### src/rtl/xbus_arb.sv
// Data-memory port arbiter: the CPU has fixed priority, and the host is served in CPU idle cycles.
// A starvation counter forces a one-cycle CPU hold, so the host is served within STARVE_MAX+2 cycles.
module xbus_arb #(
    parameter int ADDR_W     = 11,
    parameter int DATA_W     = 32,
    parameter int STARVE_MAX = 8,
    parameter int CNT_W      = 4
) (
    input  logic              clk,
    input  logic              rst,
    input  logic              cpu_sel,
    input  logic              cpu_we,
    input  logic [ADDR_W-1:0] cpu_addr,
    input  logic [DATA_W-1:0] cpu_wdata,
    output logic [DATA_W-1:0] cpu_rdata,
    output logic              cpu_hold,
    input  logic              host_req,
    input  logic              host_we,
    input  logic [ADDR_W-1:0] host_addr,
    input  logic [DATA_W-1:0] host_wdata,
    output logic              host_ack,
    output logic [DATA_W-1:0] host_rdata,
    output logic              mem_sel,
    output logic              mem_we,
    output logic [ADDR_W-1:0] mem_addr,
    output logic [DATA_W-1:0] mem_wdata,
    input  logic [DATA_W-1:0] mem_rdata
);

    typedef enum logic [1:0] {ST_IDLE, ST_WAIT, ST_HOLD, ST_DONE} state_t;

    state_t              state_reg;
    logic [CNT_W-1:0]    cnt_reg;
    logic                host_ack_reg;
    logic [DATA_W-1:0]   host_rdata_reg;
    logic                lat_we_reg;
    logic [ADDR_W-1:0]   lat_addr_reg;
    logic [DATA_W-1:0]   lat_wdata_reg;
    logic                grant_host;

    assign grant_host = ((state_reg == ST_WAIT) && !cpu_sel) || (state_reg == ST_HOLD);
    assign cpu_hold   = (state_reg == ST_HOLD);
    assign cpu_rdata  = mem_rdata;
    assign host_ack   = host_ack_reg;
    assign host_rdata = host_rdata_reg;

    always_comb begin
        if (grant_host) begin
            mem_sel   = 1'b1;
            mem_we    = lat_we_reg;
            mem_addr  = lat_addr_reg;
            mem_wdata = lat_wdata_reg;
        end else begin
            mem_sel   = cpu_sel;
            mem_we    = cpu_sel & cpu_we;
            mem_addr  = cpu_addr;
            mem_wdata = cpu_wdata;
        end
    end

    always_ff @(posedge clk or negedge rst) begin
        if (!rst) begin
            state_reg      <= ST_IDLE;
            cnt_reg        <= '0;
            host_ack_reg   <= 1'b0;
            host_rdata_reg <= '0;
            lat_we_reg     <= 1'b0;
            lat_addr_reg   <= '0;
            lat_wdata_reg  <= '0;
        end else begin
            host_ack_reg <= 1'b0;
            case (state_reg)
                ST_IDLE: begin
                    if (host_req) begin
                        lat_we_reg    <= host_we;
                        lat_addr_reg  <= host_addr;
                        lat_wdata_reg <= host_wdata;
                        state_reg     <= ST_WAIT;
                    end
                end
                ST_WAIT: begin
                    if (!cpu_sel) begin
                        if (!lat_we_reg) begin
                            host_rdata_reg <= mem_rdata;
                        end
                        cnt_reg      <= '0;
                        host_ack_reg <= 1'b1;
                        state_reg    <= ST_DONE;
                    end else if (cnt_reg == CNT_W'(STARVE_MAX - 1)) begin
                        cnt_reg   <= '0;
                        state_reg <= ST_HOLD;
                    end else begin
                        cnt_reg <= cnt_reg + CNT_W'(1);
                    end
                end
                ST_HOLD: begin
                    // The CPU is frozen this cycle, so the host owns the port whatever cpu_sel says
                    if (!lat_we_reg) begin
                        host_rdata_reg <= mem_rdata;
                    end
                    host_ack_reg <= 1'b1;
                    state_reg    <= ST_DONE;
                end
                ST_DONE: begin
                    state_reg <= ST_IDLE;
                end
                default: begin
                    state_reg <= ST_IDLE;
                end
            endcase
        end
    end

endmodule

### config.mk
export PLATFORM = sky130hd
export DESIGN_NAME = xbus_arb
export DESIGN_NICKNAME = d
export VERILOG_FILES = /design/src/rtl/xbus_arb.sv
export SDC_FILE = /design/constraint.sdc
export NUM_CORES = 1
export LEC_CHECK = 0
export BUFFER_PORTS_ARGS = -buffer_cell sky130_fd_sc_hd__clkbuf_2
export CORE_ASPECT_RATIO = 1.2
export CORE_MARGIN = 2
export CORE_UTILIZATION = 35
export DETAILED_ROUTE_END_ITERATION = 8
export GPL_TIMING_DRIVEN = 1
export PLACE_DENSITY = 0.66
export SLEW_MARGIN = 15
export SYNTH_ARGS = -nofsm -noshare
export SYNTH_HDL_FRONTEND = slang
export SYNTH_SLANG_ARGS = --single-unit
### constraint.sdc
create_clock -name clk -period 2.2 [get_ports clk]
set_input_delay 0.11 -clock clk [delete_from_list [all_inputs] [get_ports clk]]
set_output_delay 0.11 -clock clk [all_outputs]
set_load 0.01 [all_outputs]
=== Yosys cells after proc, flatten, opt, wreduce, memory -nomap -nowiden ===
Cells that the tools add are included.
Widths: inputs -> output; s select.

* Add/sub/neg operators: 1
* Equal/unequal tests: 7
* Mux-type cells: 15
* Bitwise logic cells: 1
* Reduce and logical (&&, ||, !) cells: 8

{| class="wikitable"
|+ Operator list
! operator !! count
|-
| $mux 32 || 3
|-
| $pmux 32 s2 || 1
|-
| $mux 11 || 1
|-
| $mux 4 || 2
|-
| $pmux 2 s4 || 1
|-
| $mux 2 || 3
|-
| $reduce_and 2->1 || 3
|-
| $add 4x1->4 const B || 1
|-
| $eq 2x2->1 const B || 2
|-
| $eq 4x3->1 const B || 1
|-
| $ne 2x2->1 const B || 2
|-
| $mux 1 || 3
|-
| $ne 3x2->1 const B || 1
|-
| $eq 2x1->1 const B || 1
|-
| $logic_not 2->1 || 1
|-
| $pmux 1 s2 || 1
|-
| $reduce_bool 2->1 || 1
|-
| $and 1x1->1 || 1
|-
| $logic_and 1x1->1 || 1
|-
| $logic_not 1->1 || 1
|-
| $logic_or 1x1->1 || 1
|}

* Register bits after elaboration: 83
* Bits of input ports: 124
* Logic and storage cells: 39

=== Longest topological paths before layout ===
* Word-level depth: 4
* Depth in mapped cells: 7
* Gate-level depth less buffers: 5

=== Least setup slack after synthesis ===
Ideal clock, no wire load.

* Path type: register -> output
* From: reg state_reg[1]
* To: out mem_wdata[25]
* Arrival time: 1.602 ns
* Required time: 2.090 ns
* Path slack: 0.488 ns
* Stages on the path, launching flop included: 7
* Buffers on the path: 2
* Cell sequence: dfrtp_1 inv_1 ha_1 buf_2 a21oi_4 buf_8 mux2_1

* Word-level cells in the longest chain between the ends: 4
* Elaborated cells on any way between the ends: 5
* Those cells by class: 2 x eq/ne; 1 x mux; 2 x reduce/logical

{| class="wikitable"
|+ RTL lines
! item !! line !! source
|-
| start, declared || 32 || <nowiki>state_t state_reg;</nowiki>
|-
| start signal, assigned || 63 || <nowiki>state_reg <= ST_IDLE;</nowiki>
|-
| start signal, assigned || 78 || <nowiki>state_reg <= ST_WAIT;</nowiki>
|-
| start signal, assigned || 88 || <nowiki>state_reg <= ST_DONE;</nowiki>
|-
| $eq 2x1->1 || 41 || <nowiki>assign grant_host = ((state_reg == ST_WAIT) && !cpu_sel) || (state_reg == ST_HOLD);</nowiki>
|-
| $logic_and 1x1->1 || 41 ||
|-
| $logic_or 1x1->1 * || 41 ||
|-
| $mux 32 * || 48 || <nowiki>if (grant_host) begin</nowiki>
|-
| end, declared || 26 || <nowiki>output logic [DATA_W-1:0] mem_wdata,</nowiki>
|}

Every way passes the cells marked *; elsewhere a longest branch is shown, timed or not.

=== Worst setup path after layout ===
* From: reg state_reg[0]
* To: out mem_wdata[28]

Same word-level chain as after synthesis.

==> impl_summary.log <==
[metrics] final weighted congestion of routability-driven global placement: between 0.6 and 0.7
[metrics] Final Max Tran Viols: 0
[metrics] mean instance size in the synthesized netlist: about 14 sq um
[metrics] Critical Path AT: ~2.0 ns
[metrics] routed vias: between 2000 and 3000
[metrics] flop-to-flop setup slack: about 0.51 ns
[metrics] headroom to the max-slew limit: 67.0%
[metrics] crit end category: output port
[metrics] number of standard cells after synthesis: between 200 and 300
[metrics] CTS clock-pin slew for the worst setup and hold paths: roughly 0.060 ns
[metrics] TritonRoute pass-1 iters: 4
[metrics] die extent in y: 122 microns
[metrics] Pwr per Cell Area: 1490 nW/um^2
[metrics] Yosys reg bits: 83
[metrics] register area share after synthesis: 51.5%
[metrics] pin count of the biggest net entering global routing: 48
[metrics] number of max-cap violations: 0
[metrics] hold violation total from the final report: 0
[metrics] most frequently used flop master after synthesis: dfrtp_1
[metrics] Critical Path Start Type: flip-flop
[metrics] CTS tree: built
[metrics] cell area after technology mapping: 4030 sq um
[metrics] count of H-tree levels built during CTS: 3
[metrics] area fraction of the dominant cell type after synthesis: around 52%
[metrics] nets in the synthesized netlist: 409
[metrics] clk sink count: 83
[metrics] CP Data Required Time: approximately 2.1 ns
[metrics] area taken by flip-flops and latches: between 2000 and 2500 sq um
[metrics] total congestion overflow: 0
[metrics] Area growth, synth to finish: 39.6%
[metrics] Multi-input gate area: between 1500 and 2000 sq um
[metrics] layout cell share with drive strength beyond 1: between 70% and 80%
[metrics] filler cell count: 1041
[metrics] status: completed
[metrics] post-route DRC violation count: 0
[metrics] critical path, cell by cell: inv_1, ha_2, a21oi_4, buf_12, buf_8, mux2_2, clkbuf_2
[metrics] setup TNS after final layout: 0 ns
[metrics] number of buffers added by the clock tree synthesis step: 9
[metrics] highest clock frequency the design can meet: between 400 and 500 MHz
[metrics] Critical-path top delay cell: dfrtp_1
[metrics] Tcrit/Tclk final: 96.0%
[metrics] wire length of the first global-routing pass: 13300 microns
[metrics] number of port buffers: roughly 230
[metrics] Setup Crit Path Kind: flip-flop to output port
[metrics] Top-Level Pins: between 200 and 250
[metrics] setup repair after global routing missed its margin: no
[metrics] number of violations reported at the end of detailed-routing iteration 0: 54
[metrics] final setup vio count: 0
[metrics] DP Worst Slack: 0.313 ns
[metrics] EDFF count, synth: 0
[metrics] worst stage delay on the critical path: a little over 0.4 ns
[metrics] number of routed nets with antenna violations: 0
[metrics] DRT Wirelength: 9220 microns
[metrics] Core ar.: approximately 11000 sq um
[metrics] fraction of registers with async set/reset: 100%
[metrics] total number of nets in the final design: between 600 and 700
[metrics] largest vdd supply drop: approximately 0.00070 V
[metrics] transition time at the pin with the least slew margin: 0.495 ns
[metrics] class of the most critical hold timing path: input port to flip-flop
[metrics] ranking of synthesized cells by area: dfrtp_1, mux2_2, buf_4, ha_1, buf_8
[metrics] ANT cells: 0
[metrics] leakage power summed over all cells: 2.84 nW
[metrics] initial cell density of the core: roughly 36%
[metrics] Max FO, Critical Path: 11
[metrics] number of global-route vias before repair: 2820
[metrics] antenna violations before repair: 0
[metrics] final worst slack: 0.0881 ns
[metrics] Post-Route Skew: about 0.0050 ns
[metrics] synth warn: 0
[metrics] shortest period the worst path allows: about 2.1 ns
[metrics] CTS Root Cell: clkbuf_16
[metrics] post-synth top area cell: dfrtp_1
[metrics] number of library cell types mapped by synthesis: 25
[metrics] per-cell via count in the routed design: roughly 4.5
[metrics] final routed wire length divided by cell count: ~14 microns
[metrics] insertion delay to the later sink of the worst-skew pair: between 0.3 and 0.4 ns
[metrics] die boundary width: about 100 microns
[metrics] die footprint: ~12000 sq um
[metrics] number of buffers on the longest clock path: 2
[metrics] cell row count: 42
[metrics] Tot GR Track Use: a little over an eighth
-- cell families (layout without fill, tap and decap cells) --
family	after synthesis	after routing	synth area share [%]
DFF	83	83	51.5
AOI/OAI and AO/OA	8	8	1.64
and+or+nand+nor	12	12	1.83
muxes	122	122	34.0
adders and majority gates	5	5	1.55
buffers and inverters	50	275	9.46
-- critical path, delay by kind of cell, from the launching register on --
kind            cells  cell delay, ns
mux                 1            0.34
compound gates      1            0.14
buf+inv             4            0.54
flops               1            0.41
fa+ha+maj           1            0.24
-- metal layers --
layer | routed length [microns] | GRT usage (%) | vias to the layer above
met1 | 3680 | 15.9 | 1401
met5 | 0 | 0 | -
met3 | 791 | 5.05 | 9
li1 | - | - | 1400
met4 | 103 | 4.50 | 0
met2 | 4640 | 23.5 | 135
-- power breakdown --
group / internal (mW) / switching, mW / leakage [nW] / total, mW
combinational: 2.37 / 1.80 / 1.71 / 4.17
clock: 0.932 / 0.576 / 0.144 / 1.51
sequential: 2.33 / 0.394 / 0.984 / 2.72
-- synthesized netlist by cell type (3+ instances only) --
| master | number |
|---|---|
| dfrtp_1 | 83 |
| mux2_2 | 116 |
| buf_2 | 5 |
| o21ai_0 | 3 |
| buf_4 | 32 |
| buf_6 | 3 |
| buf_8 | 4 |
| mux2_1 | 4 |
| ha_1 | 5 |
| inv_1 | 5 |
-- worst paths after layout --
kind / startpoint / to / cells past startpoint
worst max-delay path: state_reg[0]$_DFFE_PN0P_ / mem_wdata[28] / 7
worst min-delay path: host_wdata[4] / lat_wdata_reg[4]$_DFFE_PN0P_ / 2
worst max register to register: state_reg[1]$_DFFE_PN0P_ / host_rdata[27]$_DFFE_PN0P_ / 6
worst min register to register: lat_addr_reg[9]$_DFFE_PN0P_ / lat_addr_reg[9]$_DFFE_PN0P_ / 1
max in group asynchronous: rst / lat_wdata_reg[30]$_DFFE_PN0P_ / 3
min in group asynchronous: rst / host_rdata[2]$_DFFE_PN0P_ / 2
-- layout make-up --
| class | count | area share, % |
|---|---|---|
| timing repair buffer | 254 | 25.6 |
| clock buffer | 11 | 4.49 |
| clock inverter | 4 | 0.889 |
| inverter | 6 | 0.400 |
| tap | 154 | 3.42 |
| sequential | 83 | 36.9 |
| multi-input combinational | 147 | 28.3 |
-- cells in the final DEF (no fill, tap or decap), types with 3 or more instances in the layout --
cell	count
inv_1	5
ha_1	3
dlygate4sd3_1	11
clkbuf_16	11
buf_4	3
clkbuf_2	233
o21ai_0	3
dfrtp_1	83
mux2_1	4
buf_12	4
mux2_2	116
-- metrics by stage --
stage	util (%)	instance area [sq um]	cells	hold slack (ns)	power, mW
floorplan	-	4030	280	-0.186	5.52
global placement	45.9	5120	629	0.102	6.57
detailed placement	45.9	5120	629	0.108	6.67
CTS	49.6	5520	654	0.000968	8.23
global route	50.5	5630	659	0.00594	8.96
finish	50.5	5630	659	0.0115	8.40
-- what timing repair did --
| item | CTS | global route |
|---|---|---|
| buffers inserted | 0 | 1 |
| hold endpoints to repair | 45 | 1 |
| hold buffers | 10 | 1 |
| setup endpoints to repair | 0 | 43 |
| resized for setup | 0 | 4 |
No activity file was read; power rests on OpenSTA's default activity.
